`config.mk`:
```
export PLATFORM = sky130hd
export DESIGN_NAME = sdram_wr_burst
export DESIGN_NICKNAME = d
export VERILOG_FILES = /design/src/rtl/sdram_wr_burst.sv
export SDC_FILE = /design/constraint.sdc
export NUM_CORES = 1
export LEC_CHECK = 0
export CORE_UTILIZATION = 45
export DETAILED_ROUTE_END_ITERATION = 8
export PLACE_DENSITY = 0.81
export RECOVER_POWER = 100
export SYNTH_ARGS = -nofsm -noshare
export SYNTH_HDL_FRONTEND = slang
export SYNTH_SLANG_ARGS = --single-unit
```
`constraint.sdc`:
```
create_clock -name sclk -period 3.5 [get_ports sclk]
set_clock_uncertainty 0.1 [all_clocks]
set_input_delay 0.875 -clock sclk [delete_from_list [all_inputs] [get_ports sclk]]
set_output_delay 0.875 -clock sclk [all_outputs]
set_load 0.02 [all_outputs]
```
`src/rtl/sdram_wr_burst.sv`:
```
// SDRAM write-burst engine: drains one BURST_LEN burst from the write FIFO per arbiter grant,
// sequencing ACTIVE / WRITE / PRECHARGE and advancing a linear bank/row/column pointer.
module sdram_wr_burst #(
    parameter int DATA_W     = 8,
    parameter int FIFO_CNT_W = 5,
    parameter int BURST_LEN  = 4,
    parameter int TRCD       = 2,
    parameter int TWR        = 2,
    parameter int TRP        = 2,
    parameter int ROW_W      = 13,
    parameter int COL_W      = 9,
    parameter int BANK_W     = 2
) (
    input  logic                  sclk,
    input  logic                  rst,
    input  logic [FIFO_CNT_W-1:0] fifo_cnt,
    output logic                  fifo_rd_en,
    input  logic [DATA_W-1:0]     fifo_dout,
    input  logic                  ref_req,
    output logic                  wr_req,
    input  logic                  wr_grant,
    input  logic                  addr_clr,
    output logic [3:0]            sdram_cmd,
    output logic [BANK_W-1:0]     sdram_ba,
    output logic [ROW_W-1:0]      sdram_addr,
    output logic [DATA_W-1:0]     sdram_dq,
    output logic                  sdram_dq_oe,
    output logic                  wr_end
);

    typedef enum logic [2:0] {
        S_IDLE, S_REQ, S_ACT, S_RCD, S_WR, S_WRR, S_PRE, S_RP
    } state_t;

    localparam logic [3:0] CMD_NOP   = 4'b0111;
    localparam logic [3:0] CMD_ACT   = 4'b0011;
    localparam logic [3:0] CMD_WRITE = 4'b0100;
    localparam logic [3:0] CMD_PRE   = 4'b0010;

    localparam int CNT_MAX = (TRCD > BURST_LEN) ? ((TRCD > TWR) ? TRCD : TWR)
                                                : ((BURST_LEN > TWR) ? BURST_LEN : TWR);
    localparam int CNT_W   = $clog2(((CNT_MAX > TRP) ? CNT_MAX : TRP) + 1);

    // Each phase counter counts from 0 up to the value below, then the FSM moves on.
    localparam logic [CNT_W-1:0]      RCD_LAST  = CNT_W'(TRCD - 2);
    localparam logic [CNT_W-1:0]      WR_LAST   = CNT_W'(BURST_LEN - 1);
    localparam logic [CNT_W-1:0]      WRR_LAST  = CNT_W'((TWR > 1) ? TWR - 2 : 0);
    localparam logic [CNT_W-1:0]      RP_LAST   = CNT_W'(TRP - 1);
    localparam logic [FIFO_CNT_W-1:0] BURST_THR = FIFO_CNT_W'(BURST_LEN);

    state_t             state_q, state_d;
    logic [CNT_W-1:0]   cnt_q, cnt_d;
    logic [BANK_W-1:0]  bank_q;
    logic [ROW_W-1:0]   row_q;
    logic [COL_W-1:0]   col_q;
    logic [COL_W:0]     col_sum;
    logic [ROW_W:0]     row_sum;

    // NOTE: sequential state uses non-blocking assignments so every flop samples pre-edge values.
    always_ff @(posedge sclk or posedge rst) begin
        if (rst) begin
            state_q <= S_IDLE;
            cnt_q   <= '0;
        end else begin
            state_q <= state_d;
            cnt_q   <= cnt_d;
        end
    end

    // NOTE: every output and next-state variable gets a default first so no latch is inferred.
    always_comb begin
        state_d     = state_q;
        cnt_d       = cnt_q + 1'b1;
        fifo_rd_en  = 1'b0;
        wr_req      = 1'b0;
        wr_end      = 1'b0;
        sdram_cmd   = CMD_NOP;
        sdram_ba    = '0;
        sdram_addr  = '0;
        sdram_dq    = '0;
        sdram_dq_oe = 1'b0;
        case (state_q)
            S_IDLE: begin
                cnt_d = '0;
                if (!addr_clr && !ref_req && fifo_cnt >= BURST_THR) state_d = S_REQ;
            end
            S_REQ: begin
                wr_req = 1'b1;
                cnt_d  = '0;
                if (wr_grant) state_d = S_ACT;
            end
            S_ACT: begin
                wr_req     = 1'b1;
                sdram_cmd  = CMD_ACT;
                sdram_ba   = bank_q;
                sdram_addr = row_q;
                cnt_d      = '0;
                state_d    = S_RCD;
            end
            S_RCD: begin
                wr_req = 1'b1;
                // First FIFO read one cycle early so its data lines up with WRITE.
                if (cnt_q == RCD_LAST) begin
                    fifo_rd_en = 1'b1;
                    cnt_d      = '0;
                    state_d    = S_WR;
                end
            end
            S_WR: begin
                wr_req      = 1'b1;
                sdram_dq_oe = 1'b1;
                sdram_dq    = fifo_dout;
                if (cnt_q == '0) begin
                    sdram_cmd  = CMD_WRITE;
                    sdram_ba   = bank_q;
                    sdram_addr = ROW_W'(col_q);  // zero-extended, so A10 (auto-precharge) stays 0
                end
                if (cnt_q != WR_LAST) begin
                    fifo_rd_en = 1'b1;
                end else begin
                    cnt_d   = '0;
                    state_d = (TWR > 1) ? S_WRR : S_PRE;
                end
            end
            S_WRR: begin
                wr_req = 1'b1;
                if (cnt_q == WRR_LAST) begin
                    cnt_d   = '0;
                    state_d = S_PRE;
                end
            end
            S_PRE: begin
                wr_req    = 1'b1;
                sdram_cmd = CMD_PRE;
                sdram_ba  = bank_q;
                cnt_d     = '0;
                state_d   = S_RP;
            end
            S_RP: begin
                if (cnt_q == RP_LAST) begin
                    wr_end  = 1'b1;
                    cnt_d   = '0;
                    state_d = S_IDLE;
                end else begin
                    wr_req = 1'b1;
                end
            end
            default: state_d = S_IDLE;
        endcase
    end

    // Linear pointer: column carries into row, row carries into bank.
    assign col_sum = {1'b0, col_q} + (COL_W + 1)'(BURST_LEN);
    assign row_sum = {1'b0, row_q} + (ROW_W + 1)'(col_sum[COL_W]);

    // NOTE: the pointer is plain flops, so it is cleared by the async reset like the FSM.
    always_ff @(posedge sclk or posedge rst) begin
        if (rst) begin
            bank_q <= '0;
            row_q  <= '0;
            col_q  <= '0;
        end else if (state_q == S_IDLE && addr_clr) begin
            bank_q <= '0;
            row_q  <= '0;
            col_q  <= '0;
        end else if (wr_end) begin
            col_q <= col_sum[COL_W-1:0];
            row_q <= row_sum[ROW_W-1:0];
            if (row_sum[ROW_W]) bank_q <= bank_q + 1'b1;
        end
    end

endmodule
```
# After elaboration in Yosys (flattened, before gate mapping)
# Index checks and enable logic that the tools add are counted.
# Widths: inputs -> output; s select.
word_totals:
  ff_bits: 30
classes:
  n_reduce_logical: 15
  eq_ne: 15
  mux: 33
  order_cmp: 1
  add_sub_neg: 4
op_table:
  columns: ["operator", "n"]
  rows:
  - ["$mux 3", 9]
  - ["$mux 9", 3]
  - ["$mux 13", 2]
  - ["$pmux 13 s2", 1]
  - ["$pmux 3 s8", 1]
  - ["$add 13x1->14", 1]
  - ["$eq 3x3->1 const B", 4]
  - ["$ne 2x2->1 const B", 6]
  - ["$pmux 3 s4", 1]
  - ["$add 9x3->10 const B", 1]
  - ["$mux 2", 5]
  - ["$pmux 3 s3", 1]
  - ["$mux 8", 1]
  - ["$eq 3x1->1 const B", 2]
  - ["$eq 3x2->1 const B", 2]
  - ["$logic_not 3->1", 2]
  - ["$mux 1", 6]
  - ["$reduce_and 6->1", 1]
  - ["$reduce_or 6->1", 1]
  - ["$ge 5x3->1 const B", 1]
  - ["$pmux 1 s2", 2]
  - ["$pmux 2 s2", 1]
  - ["$reduce_bool 2->1", 2]
  - ["$reduce_or 2->1", 2]
  - ["7 further kinds", 10]

# Longest topological paths before layout
logic_depth:
  ltp_word: 5
  mapped_depth: 8
  mapped_depth_nobuf: 8

# Worst setup path before layout
# OpenSTA, ideal clock, no wires.
synth_path:
  kind: "register to output"
  from: "reg cnt_q[0]"
  to: "out sdram_ba[0]"
  path_stages_with_launch: 8
  arrival_time_ps: 1869
  path_slack_ps: 656
  cell_sequence: "dfrtp_1 -> inv_1 -> ha_1 -> nor2b_1 -> and2_1 -> clkbuf_1 -> inv_1 -> a21boi_0"
synth_between:
  elab_chain_cells: 3
synth_lines:
  columns: ["element", "line", "source"]
  rows:
  - ["start: declaration", "52", "logic [CNT_W-1:0] cnt_q, cnt_d;"]
  - ["start signal: assignment", "66", "cnt_q <= cnt_d;"]
  - ["$logic_not 3->1", "113", "if (cnt_q == '0) begin"]
  - ["$mux 2", "113", null]
  - ["$pmux 2 s2", "82", "case (state_q)"]
  - ["end: declaration", "24", "output logic [BANK_W-1:0] sdram_ba,"]
# Every way passes these cells.

# Worst setup path in the final report
layout_path:
  from: "reg cnt_q[0]"
  to: "out sdram_ba[1]"
# Same word-level chain as after synthesis.

==> run_results.csv <==
group,metric,value,unit
synthesis,synth_flop_cell,"dfrtp_1",
clock_network,clk_latency,0.27,ns
synthesis,synthCells,201,
timing,post-route-min-period,3.33,ns
grt,grt.overflow.total,0,
grt,grt_usage,21.4,%
timing,tns,0,ns
floorplan,die-height,64.6,um
synthesis,synth_cell_types,36,
placed_design,dpl.hpwl,3050,um
power,max-vdd-ir-drop,0.347,mV
floorplan,design.die.area,4170,um^2
floorplan,initial_core_util,47.4,%
placed_design,io_buffers,45,
clock_network,cts.sinks,28,
synthesis,netlist.area_leader.share,39.7,%
power,power.total,1.54,mW
synthesis,seq_area_frac_synth,39.7,%
worst_setup_path,arrival,2.36,ns
timing,setup_slack,0.166,ns
clock_network,clockBufferDepth,2,
layout,area_growth,29.8,%
timing,slew_headroom,-1.26,%
placed_design,dp_slack,0.299,ns
worst_setup_path,cp_top_family,"buffers and inverters",
synthesis,ys_warn_count,0,
worst_setup_path,critPathLaunchType,"flop",
routing,vias_per_cell,5.45,
synthesis,synth-edff-count,0,
synthesis,ys_top_cells_by_area,"dfrtp_1 (40%), and2_1 (6.0%), ha_1 (5.7%), xnor2_1 (4.0%), nor2_1 (3.8%)",
routing,num_vias,1580,
worst_setup_path,crit_buf_inv,3,
timing,maxSlewViolCount,29,
layout,antenna_cells,0,
clock_network,htreeDepth,1,
routing,detail_route.iter0.violations,74,
floorplan,io_pins,49,
floorplan,rows,22,
synthesis,syn_area,1760,um^2
clock_network,path_clk_slew,0.08,ns
layout,drive_above_1_share,4.13,%
grt,grt_pass1_vias,1513,
clock_network,post_cts_buffers,0,
floorplan,die_w,64.6,um
worst_setup_path,endpoint_kind,"primary output",
worst_setup_path,slowest_delay,0.62,ns
synthesis,avgSynthCellArea,8.77,um^2
worst_setup_path,critPathKind,"reg2out",
routing,first_pass_iters,4,
timing,hold_viol,0,
clock_network,tritoncts,"done",
synthesis,async_flop_share,100,%
worst_setup_path,cp_slowest_cell,"clkdlybuf4s50_1",
worst_setup_path,worstPathCellList,"inv_1, ha_1, nor2b_1, and2_2, inv_1, a21boi_0, clkdlybuf4s50_1",
clock_network,cts_hold_buf,0,
worst_setup_path,cp_max_fo,8,
grt,grt_pass1_wl,6960,um
placed_design,place_congestion,0.832,
status,status,"finished with violations",
worst_setup_path,cpMostUsedCell,"inv_1",
power,leakage,1.01,nW
synthesis,yosysTopAreaCell,"dfrtp_1",
synthesis,synth_most_common_cell,"dfrtp_1",
routing,wl_per_cell,13.9,um
clock_network,cts_buffers,3,
grt,antenna_found_initial,0,
worst_setup_path,cp.required,2.52,ns
synthesis,ys_ff_latch,28,
timing,timing.final.crit_share,95.3,%
synthesis,synthTopCellsByCount,"dfrtp_1 (28), nor2_1 (18), and2_1 (17), nand2_1 (17), a21oi_1 (10)",
timing,rsz0062_at_grt,"no",
clock_network,cts_resized,1,
status,failed_checks,"max-capacitance violations, max-slew violations",
timing,setup_viol,0,
routing,ant_nets,0,
timing,max_freq,0.300,GHz
clock_network,clock-root-buffer,"clkbuf_8",
layout,final_nets,270,
flow_run,timing.max_cap.violations,1,
hold_path,hold_path_class,"reg2reg",
timing,worst_pin_slew,1.52,ns
floorplan,core,3720,um^2
routing,drc_errors,0,
grt,grt_max_degree,29,
power,powerDensity,672,nW/um^2
synthesis,syn_nets,227,
routing,postRouteWirelength,4030,um
timing,holdWs,0.403,ns
layout by cell type (no fill, tap or decap), drive strengths merged, types with 4 or more instances in the layout:
cell	synthesis	layout
dfrtp	28	28
nor2	18	18
nor3	6	6
xor2	6	6
dlygate4sd3	0	31
nor4	5	5
inv	7	7
a22o	7	7
ha	8	8
nand4	5	5
nand2	17	17
and2	17	17
or3	4	4
buf	3	4
clkdlybuf4s50	0	13
nand3	7	7
clkbuf	9	5
o21ai	8	8
a21oi	10	10
xnor2	8	8
metrics by stage:
| stage | cells | util [%] | area [um^2] |
|---|---|---|---|
| detailed placement | 287 | 60.7 | 2260 |
| CTS | 290 | 61.9 | 2300 |
| global route | 290 | 61.6 | 2290 |
| floorplan | 201 | - | 1760 |
| finish | 290 | 61.6 | 2290 |
| global placement | 287 | 60.7 | 2260 |
final cells by class:
class | instances | area [um^2]
Clock buffer | 3 | 41.3
Inverter | 7 | 26.3
Multi-Input combinational cell | 154 | 982
Sequential cell | 28 | 701
Tap cell | 48 | 60.1
Timing Repair Buffer | 50 | 478
Fill cell | 330 | 1430
sequential cells by signal (all words and copies together), names as in the netlist:
| signal | count |
|---|---|
| bank_q | 2 |
| cnt_q | 3 |
| col_q | 7 |
| row_q | 13 |
| state_q | 3 |
routing by layer:
metal  vias up  track usage (%)  routed length [um]
li1        789                -                   -
met4         0             3.33                  19
met5         -                0                   0
met3         2             4.40                 102
met1       767             27.6                1820
met2        22             37.4                2090
report_power, final:
group | total [mW] | leakage, nW | switching (mW) | internal [mW]
Combinational | 0.726 | 0.621 | 0.402 | 0.324
Clock | 0.167 | 0.0216 | 0.0901 | 0.0771
Sequential | 0.644 | 0.364 | 0.186 | 0.458
Total | 1.54 | 1.01 | 0.678 | 0.859
kinds of logic after synthesis:
| family | after synthesis | synth area share, % |
|---|---|---|
| buffers and inverters | 19 | 4.61 |
| xor gates and xnor gates | 14 | 6.96 |
| AOI/OAI and AO/OA | 37 | 13.8 |
| and+or+nand+nor | 93 | 28.4 |
| other | 1 | 0.213 |
| adders and majority gates | 8 | 5.68 |
| muxes | 1 | 0.639 |
| DFF | 28 | 39.7 |
final timing paths:
path / from / end / slack [ns] / cells past startpoint
setup / recovery: cnt_q[0]$_DFF_PP0_ / sdram_ba[1] / 0.17 / 7
hold / removal: cnt_q[0]$_DFF_PP0_ / cnt_q[0]$_DFF_PP0_ / 0.40 / 1
setup reg to reg: col_q[4]$_DFFE_PP0P_ / row_q[10]$_DFFE_PP0P_ / 0.97 / 8
hold reg to reg: cnt_q[0]$_DFF_PP0_ / cnt_q[0]$_DFF_PP0_ / 0.40 / 1
max in group asynchronous: rst / cnt_q[2]$_DFF_PP0_ / 0.96 / 3
min in group asynchronous: rst / bank_q[1]$_DFFE_PP0P_ / 1.46 / 3
No activity file was read; power rests on OpenSTA's default activity.
